$ cat src/rtl/converter_pkg.sv
// Shared opcodes, opcode predicates and controller state encoding for the converter block.
package converter_pkg;

  localparam int unsigned OP_W = 3;

  localparam logic [OP_W-1:0] OP_BIN2GRAY = 3'd0;
  localparam logic [OP_W-1:0] OP_GRAY2BIN = 3'd1;
  localparam logic [OP_W-1:0] OP_BIN2BCD  = 3'd2;
  localparam logic [OP_W-1:0] OP_BCD2BIN  = 3'd3;
  localparam logic [OP_W-1:0] OP_BCD2EX3  = 3'd4;
  localparam logic [OP_W-1:0] OP_EX32BCD  = 3'd5;

  typedef enum logic [1:0] {
    ST_IDLE   = 2'd0,
    ST_LAUNCH = 2'd1,
    ST_WAIT   = 2'd2,
    ST_RESP   = 2'd3
  } ctrl_state_t;

  // Opcodes served by a multi-cycle engine that needs a start pulse and done wait.
  function automatic logic op_is_seq(input logic [OP_W-1:0] op);
    return (op == OP_BIN2BCD) || (op == OP_BCD2BIN);
  endfunction

  // Opcodes 6 and 7 are unassigned.
  function automatic logic op_is_legal(input logic [OP_W-1:0] op);
    return op <= OP_EX32BCD;
  endfunction

endpackage

$ cat src/rtl/converter_watchdog.sv
// Cycle watchdog: counts enabled cycles after a clear and flags the cycle the count hits TIMEOUT-1.
module converter_watchdog #(
  parameter int unsigned TIMEOUT = 64
) (
  input  logic clk,
  input  logic rst,
  input  logic clear,
  input  logic en,
  output logic expired
);

  localparam int unsigned CW = (TIMEOUT > 1) ? $clog2(TIMEOUT) : 1;
  localparam logic [CW-1:0] LAST = CW'(TIMEOUT - 1);

  logic [CW-1:0] cnt;
  logic [CW-1:0] cnt_d;

  // Saturating increment so the count never wraps back below LAST.
  always_comb begin
    cnt_d = cnt;
    if (cnt != LAST) begin
      cnt_d = cnt + CW'(1);
    end
  end

  // expired is registered against the next count so it is valid in the same cycle the count equals LAST.
  always_ff @(posedge clk or negedge rst) begin
    if (!rst) begin
      cnt     <= '0;
      expired <= 1'b0;
    end else if (clear) begin
      cnt     <= '0;
      expired <= 1'b0;
    end else if (en) begin
      cnt     <= cnt_d;
      expired <= (cnt_d == LAST);
    end
  end

endmodule

$ cat src/rtl/converter_controller.sv
// Request/response sequencer for converter_datapath: launches an op, waits for completion, returns all views.
module converter_controller
  import converter_pkg::*;
#(
  parameter  int unsigned WIDTH   = 8,
  parameter  int unsigned DIGITS  = 3,
  parameter  int unsigned TIMEOUT = 64,
  localparam int unsigned BW      = DIGITS * 4,
  localparam int unsigned DW      = (WIDTH > BW) ? WIDTH : BW
) (
  input  logic            clk,
  input  logic            rst,
  input  logic            req_valid,
  output logic            req_ready,
  input  logic [OP_W-1:0] req_op,
  input  logic [DW-1:0]   req_data,
  output logic [OP_W-1:0] dp_op,
  output logic [WIDTH-1:0] dp_bin_in,
  output logic [WIDTH-1:0] dp_gray_in,
  output logic [BW-1:0]   dp_bcd_in,
  output logic [BW-1:0]   dp_ex3_in,
  output logic            dp_start_bin2bcd,
  output logic            dp_start_bcd2bin,
  input  logic            dp_done_any,
  input  logic            dp_busy_any,
  input  logic [WIDTH-1:0] dp_bin_out,
  input  logic [WIDTH-1:0] dp_gray_out,
  input  logic [BW-1:0]   dp_bcd_out,
  input  logic [BW-1:0]   dp_ex3_out,
  output logic            rsp_valid,
  input  logic            rsp_ready,
  output logic [WIDTH-1:0] rsp_bin,
  output logic [WIDTH-1:0] rsp_gray,
  output logic [BW-1:0]   rsp_bcd,
  output logic [BW-1:0]   rsp_ex3,
  output logic            rsp_err,
  output logic [OP_W-1:0] rsp_op
);

  ctrl_state_t     state;
  ctrl_state_t     state_d;
  logic [OP_W-1:0] op_q;
  logic [DW-1:0]   data_q;
  logic            accept;
  logic            rsp_load;
  logic            rsp_fail;
  logic            wd_clear;
  logic            wd_en;
  logic            wd_expired;
  logic            unused_busy;

  // Busy is informational only; it does not steer the sequencer.
  assign unused_busy = dp_busy_any;

  // State register.
  always_ff @(posedge clk or negedge rst) begin
    if (!rst) begin
      state <= ST_IDLE;
    end else begin
      state <= state_d;
    end
  end

  // Next-state decode plus state-decoded handshake, start and watchdog controls.
  always_comb begin
    state_d          = state;
    accept           = 1'b0;
    rsp_load         = 1'b0;
    rsp_fail         = 1'b0;
    wd_clear         = 1'b0;
    wd_en            = 1'b0;
    req_ready        = 1'b0;
    dp_start_bin2bcd = 1'b0;
    dp_start_bcd2bin = 1'b0;
    case (state)
      ST_IDLE: begin
        req_ready = rst;
        accept    = req_valid;
        if (req_valid) begin
          state_d = ST_LAUNCH;
        end
      end
      ST_LAUNCH: begin
        wd_clear = 1'b1;
        if (!op_is_legal(op_q)) begin
          rsp_load = 1'b1;
          rsp_fail = 1'b1;
          state_d  = ST_RESP;
        end else if (op_is_seq(op_q)) begin
          dp_start_bin2bcd = (op_q == OP_BIN2BCD);
          dp_start_bcd2bin = (op_q == OP_BCD2BIN);
          state_d          = ST_WAIT;
        end else begin
          rsp_load = 1'b1;
          state_d  = ST_RESP;
        end
      end
      ST_WAIT: begin
        wd_en = 1'b1;
        if (dp_done_any) begin
          rsp_load = 1'b1;
          state_d  = ST_RESP;
        end else if (wd_expired) begin
          rsp_load = 1'b1;
          rsp_fail = 1'b1;
          state_d  = ST_RESP;
        end
      end
      ST_RESP: begin
        if (rsp_ready) begin
          state_d = ST_IDLE;
        end
      end
      default: begin
        state_d = ST_IDLE;
      end
    endcase
  end

  // Request latch; held through LAUNCH, WAIT and RESP so datapath operands stay stable.
  always_ff @(posedge clk or negedge rst) begin
    if (!rst) begin
      op_q   <= '0;
      data_q <= '0;
    end else if (accept) begin
      op_q   <= req_op;
      data_q <= req_data;
    end
  end

  assign dp_op      = op_q;
  assign dp_bin_in  = data_q[WIDTH-1:0];
  assign dp_gray_in = data_q[WIDTH-1:0];
  assign dp_bcd_in  = data_q[BW-1:0];
  assign dp_ex3_in  = data_q[BW-1:0];

  // Response registers: loaded on entry to RESP (zeroed on error), released on handshake.
  always_ff @(posedge clk or negedge rst) begin
    if (!rst) begin
      rsp_valid <= 1'b0;
      rsp_err   <= 1'b0;
      rsp_op    <= '0;
      rsp_bin   <= '0;
      rsp_gray  <= '0;
      rsp_bcd   <= '0;
      rsp_ex3   <= '0;
    end else if (rsp_load) begin
      rsp_valid <= 1'b1;
      rsp_err   <= rsp_fail;
      rsp_op    <= op_q;
      rsp_bin   <= rsp_fail ? '0 : dp_bin_out;
      rsp_gray  <= rsp_fail ? '0 : dp_gray_out;
      rsp_bcd   <= rsp_fail ? '0 : dp_bcd_out;
      rsp_ex3   <= rsp_fail ? '0 : dp_ex3_out;
    end else if ((state == ST_RESP) && rsp_ready) begin
      rsp_valid <= 1'b0;
    end
  end

  // Engine timeout supervision during WAIT.
  converter_watchdog #(
    .TIMEOUT (TIMEOUT)
  ) u_watchdog (
    .clk     (clk),
    .rst     (rst),
    .clear   (wd_clear),
    .en      (wd_en),
    .expired (wd_expired)
  );

endmodule

$ cat config.mk
export PLATFORM = sky130hd
export DESIGN_NAME = converter_controller
export DESIGN_NICKNAME = d
export VERILOG_FILES = /design/src/rtl/converter_pkg.sv /design/src/rtl/converter_watchdog.sv /design/src/rtl/converter_controller.sv
export SDC_FILE = /design/constraint.sdc
export NUM_CORES = 1
export LEC_CHECK = 0
export CORE_ASPECT_RATIO = 0.7
export CORE_UTILIZATION = 30
export CTS_BUF_LIST = sky130_fd_sc_hd__clkbuf_2 sky130_fd_sc_hd__clkbuf_4 sky130_fd_sc_hd__clkbuf_8
export CTS_CLUSTER_SIZE = 8
export DETAILED_ROUTE_END_ITERATION = 10
export PLACE_DENSITY_LB_ADDON = 0.25
export SETUP_SLACK_MARGIN = 0.2
export SYNTH_ARGS = -nofsm -noshare
export SYNTH_HDL_FRONTEND = slang
export SYNTH_SLANG_ARGS = --single-unit
$ cat constraint.sdc
create_clock -name clk -period 3.25 [get_ports clk]
set_input_delay 0.8125 -clock clk [delete_from_list [all_inputs] [get_ports clk]]
set_output_delay 0.8125 -clock clk [all_outputs]
set_load 0.02 [all_outputs]
==> metrics.log <==
INFO  metric syn_area = 3090 sq um
INFO  metric routabilityCongestion = 0.741
INFO  metric min_period = 2780 ps
INFO  metric die_height = 86.9 um
INFO  metric layout_cell_share_with_drive_strength_beyond_1 = 0.121
INFO  metric internal_power = 0.00328 W
INFO  metric detailedRoute.firstPassIterationCount = 4
INFO  metric global_route.usage.total = 0.142
INFO  metric switchingPower = 0.00216 W
INFO  metric power_per_cell_area = 1170 nW/um^2
INFO  metric synth.ff_latch_count = 69
INFO  metric drt_wl_total = 7.26 mm
INFO  metric syn-instance-count = 247
INFO  metric initial_core_utilization = 0.314
INFO  metric clock_transition_at_the_registers_of_the_reported_paths = 70 ps
INFO  metric first_global_vias = 2,359
INFO  metric worstReg2RegStart = state[0]
INFO  metric dr_wl_met2 = 3.19 mm
INFO  metric depth_of_the_worst_hold_timing_path = 2
INFO  metric cts_buffers = 9
INFO  metric tightest_slew = 863 ps
INFO  metric worst_setup_path_end_kind = output port
INFO  metric cap_violations = 0
INFO  metric die_w = 123 um
INFO  metric finalClockSkew = 9.34 ps
INFO  metric synth-edff-count = 0
INFO  metric clk-insertion-delay-late = 340 ps
INFO  metric synth_cell_type_count = 37
INFO  metric setup_repair_after_global_routing_missed_its_margin = false
INFO  metric port_buffers = 150
INFO  metric highest_layer = met4
INFO  metric place_worst_setup_slack = 648 ps
INFO  metric ctsRootBufferMaster = sky130_fd_sc_hd__clkbuf_8
INFO  metric cp-startpoint = state[1]
INFO  metric area_growth_syn_to_layout = 51.1%
INFO  metric pwr-share-seq = 0.293
INFO  metric setup_tns = 0 ps
INFO  metric worst-path-max-fanout = 4
INFO  metric crit_required = 2440 ps
INFO  metric die_area = 10,700 sq um
INFO  metric final_nets = 433
INFO  metric power_switching_share = 0.397
INFO  metric drcViolationCount = 0
INFO  metric yosys_warnings = 0
INFO  metric dp_hpwl = 5.01 mm
INFO  metric final_cells = 499
INFO  metric boundaryPins = 152
INFO  metric layout.cells.most_common_list = sky130_fd_sc_hd__clkdlybuf4s50_1 (149), sky130_fd_sc_hd__dfrtp_1 (69), sky130_fd_sc_hd__a22o_1 (40), sky130_fd_sc_hd__mux2_2 (19), sky130_fd_sc_hd__clkbuf_8 (12)
INFO  metric fillCellCount = 936
INFO  metric ys.flop_type = sky130_fd_sc_hd__dfrtp_1
INFO  metric htree_num_levels = 3
INFO  metric setup_violations = 0
INFO  metric critical_path.cell_chain = inv_1 -> ha_1 -> nand2_1 -> nor3b_1 -> clkdlybuf4s50_1
INFO  metric met3RoutedLength = 536 um
INFO  metric dr.first_iter.drc_count = 85
INFO  metric critical_path.slowest_cell = sky130_fd_sc_hd__clkdlybuf4s50_1
INFO  metric grt_max_degree = 70
INFO  metric leading_cell_type_in_the_layout_fill_and_taps_excluded = sky130_fd_sc_hd__clkdlybuf4s50_1
INFO  metric cp.arrival = 1970 ps
INFO  metric dp_cells = 483
INFO  metric ff_to_ff_path_depth = 6
INFO  metric outcome = complete, no violations
INFO  metric antenna_found_initial = 0
INFO  metric post-cts-setup-buffers = 0
INFO  metric totalPowerFinal = 0.00544 W
INFO  metric path_class = reg -> out
INFO  metric bufs_on_longest_clock_path = 2
INFO  metric ant_cells = 0
INFO  metric route.detailed.wl_per_inst = 14.6 um
INFO  metric power.static_leakage = 1.98 nW
INFO  metric ant_nets = 0
INFO  metric yosysSeqAreaShare = 0.560
INFO  metric period_share = 0.855
INFO  metric asyncSetResetFlopFracSynth = 1.00
INFO  metric met1Wirelength = 3.44 mm
INFO  metric hold_ws = 490 ps
INFO  metric setup.worst_path.end = dp_start_bcd2bin
INFO  metric critical_path.max_stage_delay = 630 ps
INFO  metric finalHoldViolations = 0
INFO  metric power.ir.vdd_worst = 387 uV
INFO  metric share_comb_of_total_power = 0.572
INFO  metric mappedNetlistNets = 314
INFO  metric slew_violations = 0
INFO  metric maxSlewHeadroom = 0.424
INFO  metric globalRouteOverflowTotal = 0
INFO  metric cts_resized = 0
INFO  metric reg2reg_slack = 1110 ps
INFO  metric vias = 2,331
INFO  metric grt_first_pass_wirelength = 11.5 mm
INFO  metric clock-sinks = 69
INFO  metric power.clock.fraction = 0.135
INFO  metric cts_tree = yes
INFO  metric timing.hold.worst.class = reg -> reg
INFO  metric rows = 30
INFO  metric viasPerCell = 4.67
INFO  metric final.setup.worst_slack = 470 ps
INFO  metric post_cts_hold_buffer_count = 0
INFO  metric worst_setup_path_start_kind = register
INFO  metric timing.fmax = 0.360 GHz
INFO  metric core_area = 9830 sq um
INFO  metric post_synth.cell_area_avg = 12.5 sq um
INFO  metric crit-reg2reg-capture = rsp_bin[1]
[cell families (layout without fill, tap and decap cells)]
kind of cell,Yosys count,count (layout),share of synthesized area
multiplexers,20,20,0.0726
AND/OR/NAND/NOR,28,28,0.0519
flip-flops,69,69,0.560
adder cells (fa/ha/maj),6,6,0.0243
buffers and inverters,55,179,0.117
AO/OA/AOI/OAI,69,69,0.174
[layout make-up]
| type | instances | area, sq um | area share |
|---|---|---|---|
| well taps | 128 | 160 | 0.0343 |
| clock inverters | 3 | 42.5 | 0.00912 |
| flip-flops and latches | 69 | 1730 | 0.370 |
| repair buffers | 153 | 1520 | 0.326 |
| multi-input cells | 123 | 1000 | 0.215 |
| inverters | 10 | 37.5 | 0.00805 |
| clock buffers | 13 | 173 | 0.0370 |
[through the flow]
| stage | utilization | area [sq um] |
|---|---|---|
| 2_1_floorplan | - | 3090 |
| 3_3_place_gp | 0.452 | 4450 |
| 3_5_place_dp | 0.452 | 4450 |
| 4_1_cts | 0.474 | 4660 |
| 5_1_grt | 0.474 | 4660 |
| 6_report | 0.474 | 4660 |
[cells in the mapped netlist (all sizes together) (2+ instances only)]
| master | count | share of area |
|---|---|---|
| nand4 | 3 | 0.0061 |
| and3 | 2 | 0.0041 |
| ha | 6 | 0.024 |
| o21ai | 5 | 0.0081 |
| inv | 10 | 0.012 |
| a31o | 3 | 0.0085 |
| dfrtp | 69 | 0.56 |
| o22ai | 3 | 0.0061 |
| nor3 | 2 | 0.0049 |
| mux2 | 19 | 0.069 |
| a22o | 40 | 0.11 |
| a21oi | 10 | 0.016 |
| nand2b | 2 | 0.0065 |
| nor2 | 2 | 0.0032 |
| clkbuf | 3 | 0.0041 |
| buf | 42 | 0.10 |
| nand2 | 10 | 0.012 |
| nand3 | 2 | 0.0032 |
| a21o | 2 | 0.0049 |
[per-layer routing]
layer | vias to the layer above | global-route usage
li1 | 1099 | -
met4 | 0 | 0.0559
met2 | 98 | 0.219
met3 | 10 | 0.0530
met5 | - | 0
met1 | 1124 | 0.181
[how the worst min path moves through the flow]
stage | from | to
floorplan | state[0] | state[0]
global placement | rsp_valid | rsp_valid
detailed placement | rsp_valid | rsp_valid
CTS | rsp_valid | rsp_valid
global route | rsp_ex3[6] | rsp_ex3[6]
finish | rsp_valid | rsp_valid
[power by group through the flow]
stage / clock, W / sequential (W) / combinational [W]
final: 0.000736 / 0.00159 / 0.00311
after CTS: 0.000773 / 0.00160 / 0.00316
after floorplan: 0 / 0.00199 / 0.00162
after global placement: 0 / 0.00159 / 0.00311
after detailed placement: 0 / 0.00160 / 0.00315
after global routing: 0.000806 / 0.00165 / 0.00334
[worst max-delay path, delay by kind of cell (launching register included)]
family / cells / cell delay, ps
flops: 1 / 410
buf+inv: 2 / 760
fa+ha+maj: 1 / 190
simple gates: 2 / 270
[state kept, by name, summed over array words and instances (netlist names)]
name	flops
rsp_valid	1
rsp_gray	8
rsp_ex3	12
rsp_bin	8
rsp_err	1
rsp_op	3
dp_bcd_in	12
rsp_bcd	12
state	2
u_watchdog.expired	1
dp_op	3
u_watchdog.cnt	6
(Power assumes the default switching activity.)
